--- config.mk ---
export PLATFORM = sky130hd
export DESIGN_NAME = fib_seq_engine_flat
export DESIGN_NICKNAME = d
export VERILOG_FILES = /design/src/rtl/fib_pkg.sv /design/src/rtl/fib_seq_engine_if.sv /design/src/rtl/fib_add.sv /design/src/rtl/fib_seq_engine.sv /design/src/flat_wrapper.sv
export SDC_FILE = /design/constraint.sdc
export NUM_CORES = 1
export LEC_CHECK = 0
export BUFFER_PORTS_ARGS = -buffer_cell sky130_fd_sc_hd__buf_4
export CORE_MARGIN = 2
export CORE_UTILIZATION = 55
export CTS_CLUSTER_SIZE = 28
export DETAILED_ROUTE_END_ITERATION = 12
export GPL_ROUTABILITY_DRIVEN = 0
export PLACE_DENSITY_LB_ADDON = 0.12
export REMOVE_ABC_BUFFERS = 1
export SYNTH_ARGS = -nofsm -noshare
export SYNTH_HDL_FRONTEND = slang
export SYNTH_SLANG_ARGS = --single-unit
export TNS_END_PERCENT = 1
--- constraint.sdc ---
create_clock -name clk -period 2.9 [get_ports clk]
set_clock_uncertainty 0.2 [all_clocks]
set_input_delay 0.145 -clock clk [delete_from_list [all_inputs] [get_ports clk]]
set_output_delay 0.145 -clock clk [all_outputs]
set_load 0.02 [all_outputs]
--- src/rtl/fib_pkg.sv ---
// Shared types for the generalised-Fibonacci sequence engine.
// Holds the engine FSM state encoding.
package fib_pkg;

  typedef enum logic {
    IDLE = 1'b0,
    RUN  = 1'b1
  } state_t;

endpackage

--- src/rtl/fib_seq_engine_if.sv ---
// Term stream port of the Fibonacci engine: valid/ready handshake.
// master drives terms, slave consumes them.
interface fib_seq_engine_if #(
  parameter int WIDTH = 32
);

  logic             term_valid;
  logic             term_ready;
  logic [WIDTH-1:0] term;
  logic             term_last;

  modport master (
    output term_valid,
    output term,
    output term_last,
    input  term_ready
  );

  modport slave (
    input  term_valid,
    input  term,
    input  term_last,
    output term_ready
  );

endinterface

--- src/rtl/fib_add.sv ---
// Unsigned WIDTH-bit adder with carry out for the Fibonacci engine.
// FIB_SAT_EN: clamp the sum to all-ones on carry instead of wrapping.
module fib_add #(
  parameter int WIDTH = 32
) (
  input  logic [WIDTH-1:0] a,
  input  logic [WIDTH-1:0] b,
  output logic [WIDTH-1:0] sum,
  output logic             carry
);

  logic [WIDTH:0] full;

  // full-width sum, carry taken from the extra bit
  always_comb begin
    full  = {1'b0, a} + {1'b0, b};
    carry = full[WIDTH];
`ifdef FIB_SAT_EN
    sum   = carry ? '1 : full[WIDTH-1:0];
`else
    sum   = full[WIDTH-1:0];
`endif
  end

endmodule

--- src/rtl/fib_seq_engine.sv ---
// Generalised-Fibonacci generator: streams F(0)..F(n), latches F(n).
// Optional macro FIB_SAT_EN selects saturating additions.
module fib_seq_engine
  import fib_pkg::*;
#(
  parameter int WIDTH   = 32,
  parameter int N_WIDTH = 6
) (
  input  logic               clk,
  input  logic               rst,
  input  logic               start,
  input  logic [N_WIDTH-1:0] n,
  input  logic [WIDTH-1:0]   seed0,
  input  logic [WIDTH-1:0]   seed1,
  output logic               busy,
  fib_seq_engine_if.master   strm,
  output logic               done,
  output logic [WIDTH-1:0]   result,
  output logic               overflow
);

  state_t             state_q;
  state_t             state_d;
  logic [WIDTH-1:0]   a_q;
  logic [WIDTH-1:0]   b_q;
  logic               a_c_q;
  logic               b_c_q;
  logic [N_WIDTH-1:0] k_q;
  logic [N_WIDTH-1:0] lim_q;
  logic [WIDTH-1:0]   sum;
  logic               carry;
  logic               launch;
  logic               xfer;
  logic               is_last;

  fib_add #(
    .WIDTH (WIDTH)
  ) u_add (
    .a     (a_q),
    .b     (b_q),
    .sum   (sum),
    .carry (carry)
  );

  assign launch  = (state_q == IDLE) && start;
  assign xfer    = (state_q == RUN) && strm.term_ready;
  assign is_last = (k_q == lim_q);

  assign busy           = (state_q == RUN);
  assign strm.term_valid = busy;
  assign strm.term       = a_q;
  assign strm.term_last  = busy && is_last;

  // next state: launch on start, return after final term is taken
  always_comb begin
    state_d = state_q;
    unique case (state_q)
      IDLE: if (start) state_d = RUN;
      RUN:  if (xfer && is_last) state_d = IDLE;
      default: state_d = IDLE;
    endcase
  end

  // state register
  always_ff @(posedge clk) begin
    if (rst) state_q <= IDLE;
    else     state_q <= state_d;
  end

  // term pipeline, index, result, done pulse and sticky overflow
  always_ff @(posedge clk) begin
    if (rst) begin
      a_q      <= '0;
      b_q      <= '0;
      a_c_q    <= 1'b0;
      b_c_q    <= 1'b0;
      k_q      <= '0;
      lim_q    <= '0;
      result   <= '0;
      done     <= 1'b0;
      overflow <= 1'b0;
    end else begin
      done <= 1'b0;
      unique case (1'b1)
        launch: begin
          a_q      <= seed0;
          b_q      <= seed1;
          a_c_q    <= 1'b0;
          b_c_q    <= 1'b0;
          k_q      <= '0;
          lim_q    <= n;
          overflow <= 1'b0;
        end
        xfer: begin
          if (a_c_q) overflow <= 1'b1;
          if (is_last) begin
            result <= a_q;
            done   <= 1'b1;
          end else begin
            a_q   <= b_q;
            a_c_q <= b_c_q;
            b_q   <= sum;
            b_c_q <= carry;
            k_q   <= k_q + 1'b1;
          end
        end
        default: ;
      endcase
    end
  end

endmodule

--- src/flat_wrapper.sv ---
// flat-port wrapper written by rule: the top's interface ports become plain ports
module fib_seq_engine_flat import fib_pkg::*;
#(
  parameter int WIDTH   = 32,
  parameter int N_WIDTH = 6
)
  (clk, rst, start, n, seed0, seed1, busy, done, result, overflow, strm_term_valid, strm_term, strm_term_last, strm_term_ready);
  fib_seq_engine_if #(.WIDTH(WIDTH)) strm_i ();
  input  logic clk;
  input  logic rst;
  input  logic start;
  input  logic [N_WIDTH-1:0] n;
  input  logic [WIDTH-1:0] seed0;
  input  logic [WIDTH-1:0] seed1;
  output logic busy;
  output logic done;
  output logic [WIDTH-1:0] result;
  output logic overflow;
  output wire logic [$bits(strm_i.term_valid)-1:0] strm_term_valid;
  output wire logic [$bits(strm_i.term)-1:0] strm_term;
  output wire logic [$bits(strm_i.term_last)-1:0] strm_term_last;
  input wire logic [$bits(strm_i.term_ready)-1:0] strm_term_ready;
  assign strm_term_valid = strm_i.term_valid;
  assign strm_term = strm_i.term;
  assign strm_term_last = strm_i.term_last;
  assign strm_i.term_ready = strm_term_ready;
  fib_seq_engine #(.WIDTH(WIDTH), .N_WIDTH(N_WIDTH)) u_core (.clk(clk), .rst(rst), .start(start), .n(n), .seed0(seed0), .seed1(seed1), .busy(busy), .strm(strm_i), .done(done), .result(result), .overflow(overflow));
endmodule
Word level (Yosys, flattened, before mapping):

Cells that the tools add are included.

* bitwise logic cells: 2
* add/sub/neg operators: 2
* reduce and logical (&&, ||, !) cells: 9
* multiplexer cells: 16
* equality and inequality tests: 3

Operators with widths (count)
* 32-bit case mux with 2 select lines: 2
* 32-bit 2-to-1 mux: 2
* 32-bit by 32-bit adder with 33-bit output: 1
* 6-bit case mux with 2 select lines: 1
* 1-bit case mux with 2 select lines: 4
* 6-bit by 1-bit adder with 6-bit output, second input constant: 1
* 6-bit == test: 1
* 1-bit 2-to-1 mux: 6
* 6-bit 2-to-1 mux: 1
* 2-bit AND reduction: 3
* 1-bit logical AND: 4
* 2-bit by 1-bit != test with 1-bit output, second input constant: 1
* 2-bit != test, second input constant: 1
* 1-bit inverter: 2
* 2-bit nonzero test: 1
* 2-bit OR reduction: 1

* bits of input ports: 74
* register bits: 113
* output and inout port bits: 69
* logic and storage cells: 42

Logic depth before layout (Yosys ltp):

* word-level depth: 4
* mapped depth: 9
* mapped depth without buffers: 9

By module:

From an unflattened synthesis, not the netlist that was laid out.

* cell total of the unflattened synthesis: 814
* area total of the unflattened synthesis: 6835.3 um2

By module, submodules not included
* fib_seq_engine: cells each 540, area each 4933.5 um2, seq. area each 2262.2 um2, instances 1
* fib_add: cells each 274, area each 1901.8 um2, seq. area each 0.0 um2, instances 1

Least setup slack after synthesis:

OpenSTA, ideal clock, no wires.

* path type: register -> register
* start: register u_core.a_q[10], in the netlist u_core.strm.term[10]
* end: register u_core.b_q[17]
* library setup time: 133 ps
* arrival time: 2252 ps
* stages on the path, launching flop included: 10
* path slack: 315 ps
* period minus slack after synthesis: 2585 ps
* path buffers: 1
* required time: 2567 ps
* cell sequence: dfxtp_1 -> ha_1 -> buf_2 -> a21o_1 -> a21o_1 -> a221oi_2 -> o21a_4 -> mux2_2 -> a21oi_1 -> a211oi_2

* cells in the longest elaborated chain, start to end: 3

RTL lines
* from (decl): RTL line fib_seq_engine.sv:24 `logic [WIDTH-1:0] a_q;`
* from (signal assigned): RTL line fib_seq_engine.sv:100 `a_q <= b_q;`
* 32-bit by 32-bit adder with 33-bit output: RTL line fib_add.sv:16 `full = {1'b0, a} + {1'b0, b};`
* 32-bit 2-to-1 mux: RTL line fib_seq_engine.sv:96 `if (is_last) begin`
* 32-bit case mux with 2 select lines: RTL line fib_seq_engine.sv:84 `unique case (1'b1)`
* to (signal assigned): RTL line fib_seq_engine.sv:102 `b_q <= sum;`
* to (decl): RTL line fib_seq_engine.sv:25 `logic [WIDTH-1:0] b_q;`

No other way between the ends. The select of a mux whose other input is x is not followed.
A chain may end at the register's enable or synchronous reset.

Worst setup path in the final report:

* start: register u_core.a_q[0], in the netlist u_core.strm.term[0]
* end: register u_core.b_q[26]

Same word-level chain as after synthesis.

==> run metrics <==
status complete, no violations; Pre-Repair DR Iteration Count 5; drt first-iter violations 594; critical path start-end classification reg -> reg; syn_area_per_cell 7.70 um2; share of cells above drive strength 1 20.2%; ANT cells 0; Syn Inst Count 869; RSZ-0062 raised after global routing no; Setup WS pre-CTS 305 ps; CORE AREA 12000 um2; post-cts resize count 0; VDD IR max 0.470 mV; Die Ht 114 um; Layout area overhead 33.2%; TritonCTS clock tree built; most frequent cells in the layout nand2_1, buf_4, dfxtp_1, a21oi_1, nor2_1; EDFF count, synth 0; Worst EP required 3030 ps; Reg area 2260 um2; chip width 114 um; setup slack after layout 279 ps; Port-buffer cells 142; fin crit share 90.4%; GRT Residual Overflow 0; Slew @ Worst Pin 685 ps; mean routed wirelength per cell 16.4 um; GRT Total Usage 30.6%; I/O pin count 143; final hold vios 0; Primary FF master, synth dfxtp_1; Root Driver clkbuf_16; ranking of synthesized cells by area dfxtp_1, nand2_1, a21oi_1; register area share after synthesis 33.8%; Nets 1157; global-route wire length before repair 31900 um; crit path time final 2620 ps; Worst EP arrival 2750 ps; via count 7000; die area 13100 um2; YS warnings 0; Max-Slew Margin vs Limit 54.3%; Post-DRT Antenna Nets 0; top cell type's share of synthesized area 33.8%; Critical Path Start Type flip-flop; Max Freq 381 MHz; P per Cell Area 551 nW/um2; Synth Register Bits 113; Leak 3.88 nW; final instance area 8910 um2; vias per inst 5.82; number of clock sinks 113; vias in the first global route 6476; Post-DP Area 7710 um2; cell taking the most area after synthesis dfxtp_1; Fillers 945; dpl hpwl 12600 um; Bufs on Longest Clock Path 2; most common cell after layout, fill and taps aside nand2_1; Final setup viols 0; Synth Cell Area 6690 um2; largest net degree at the start of global routing 108; DRT Wirelength 19700 um; crit-path max FO 4; fin. max-slew vios 0; initial core utilization 55.9%; fraction of registers with async set/reset 0%; Synth cell types 76; initial antenna violation count 0; Remaining DRCs 0; clock latency on the worst-skew pair 420 ps; number of H-tree levels 4; Crit. End Element flip-flop; max cap viols 0; clock slew at reported path FFs 50 ps; number of CTS-inserted buffers 17; R2R Setup Slk 280 ps; area taken by multi-input logic gates 4030 um2; row cnt 40; Hold WC Path Type in -> reg
## cell usage after synthesis, types with 5 or more instances
cell and count:
a21o_1 17, or3_1 6, a21oi_1 93, nand3_1 17, o21ai_0 26, nand2_1 203
xor2_1 19, ha_1 33, nor3_1 18, nand4_1 11, nor2_1 85, buf_2 19
clkbuf_1 34, o21a_1 5, a311oi_1 39, a211oi_1 10, dfxtp_1 113, inv_1 8
a31oi_1 6, xnor2_1 6, o211ai_1 6, and3_1 9
## power breakdown
group	switching, W	internal [W]	total, W
sequential	0.000110	0.00167	0.00178
clock	0.000662	0.00121	0.00187
combinational	0.000722	0.000532	0.00125
total	0.00149	0.00341	0.00491
## final timing paths
kind,start,to,cells after the start
worst max-delay path,u_core.strm.term[0],u_core.b_q[26],9
worst max register to register,u_core.strm.term[0],u_core.b_q[26],9
worst min register to register,u_core.result[25],u_core.result[25],2
worst min-delay path,rst,u_core.b_q[14],4
## per-layer routing
layer | wire length [um] | vias up | global-route usage [%]
li1 | - | 3461 | -
met1 | 9040 | 3262 | 41.6
met2 | 9180 | 251 | 49.0
met3 | 1200 | 26 | 5.56
met4 | 281 | 0 | 10.5
met5 | 0 | - | 0
## worst max-delay path, stage by stage, from the launching register on
cell	delay, ps
dfxtp_1	330
ha_1	250
fa_1	420
a21o_2	240
nand4_1	140
a21oi_1	120
o21a_1	260
o41ai_2	240
xor2_1	110
a221oi_1	230
## kinds of logic (layout without fill, tap and decap cells)
group                    Yosys count  after routing  share of synthesized area (%)
AND/OR/NAND/NOR                  371            371                           23.7
AO/OA/AOI/OAI                    251            251                           26.2
flip-flops                       113            113                           33.8
buffers and inverters             72            258                           6.06
adder cells (fa/ha/maj)           34             34                           6.47
XOR/XNOR                          25             25                           3.27
multiplexers                       3              3                          0.467
## stage by stage
step	hold WS, ps	setup TNS (ps)	instances	total power [W]	util, %
after floorplan	9.65	-45760	805	0.00254	-
after global placement	191	0	1110	0.00295	64.5
after detailed placement	200	0	1110	0.00297	64.5
after CTS	2.39	0	1202	0.00490	74.5
after global routing	34.9	0	1202	0.00513	74.5
final	25.9	0	1202	0.00491	74.5
## timing repair
item	CTS	global route
hold buffers	67	0
setup endpoints to repair	0	0
hold endpoints to repair	67	0
buffers inserted	0	0
## layout make-up
type	instances	share of cell area [%]
Tap cell	147	2.06
Clock buffer	25	5.90
Sequential cell	113	25.4
Multi-Input combinational cell	684	45.2
Timing Repair Buffer	225	21.1
Inverter	8	0.337
## flip-flops by register name, indices dropped and copies added (netlist names), 6 cells and up
register,flops
u_core.lim_q,6
u_core.result,32
u_core.k_q,6
u_core.strm.term,32
u_core.b_q,32
(Power assumes the default switching activity.)
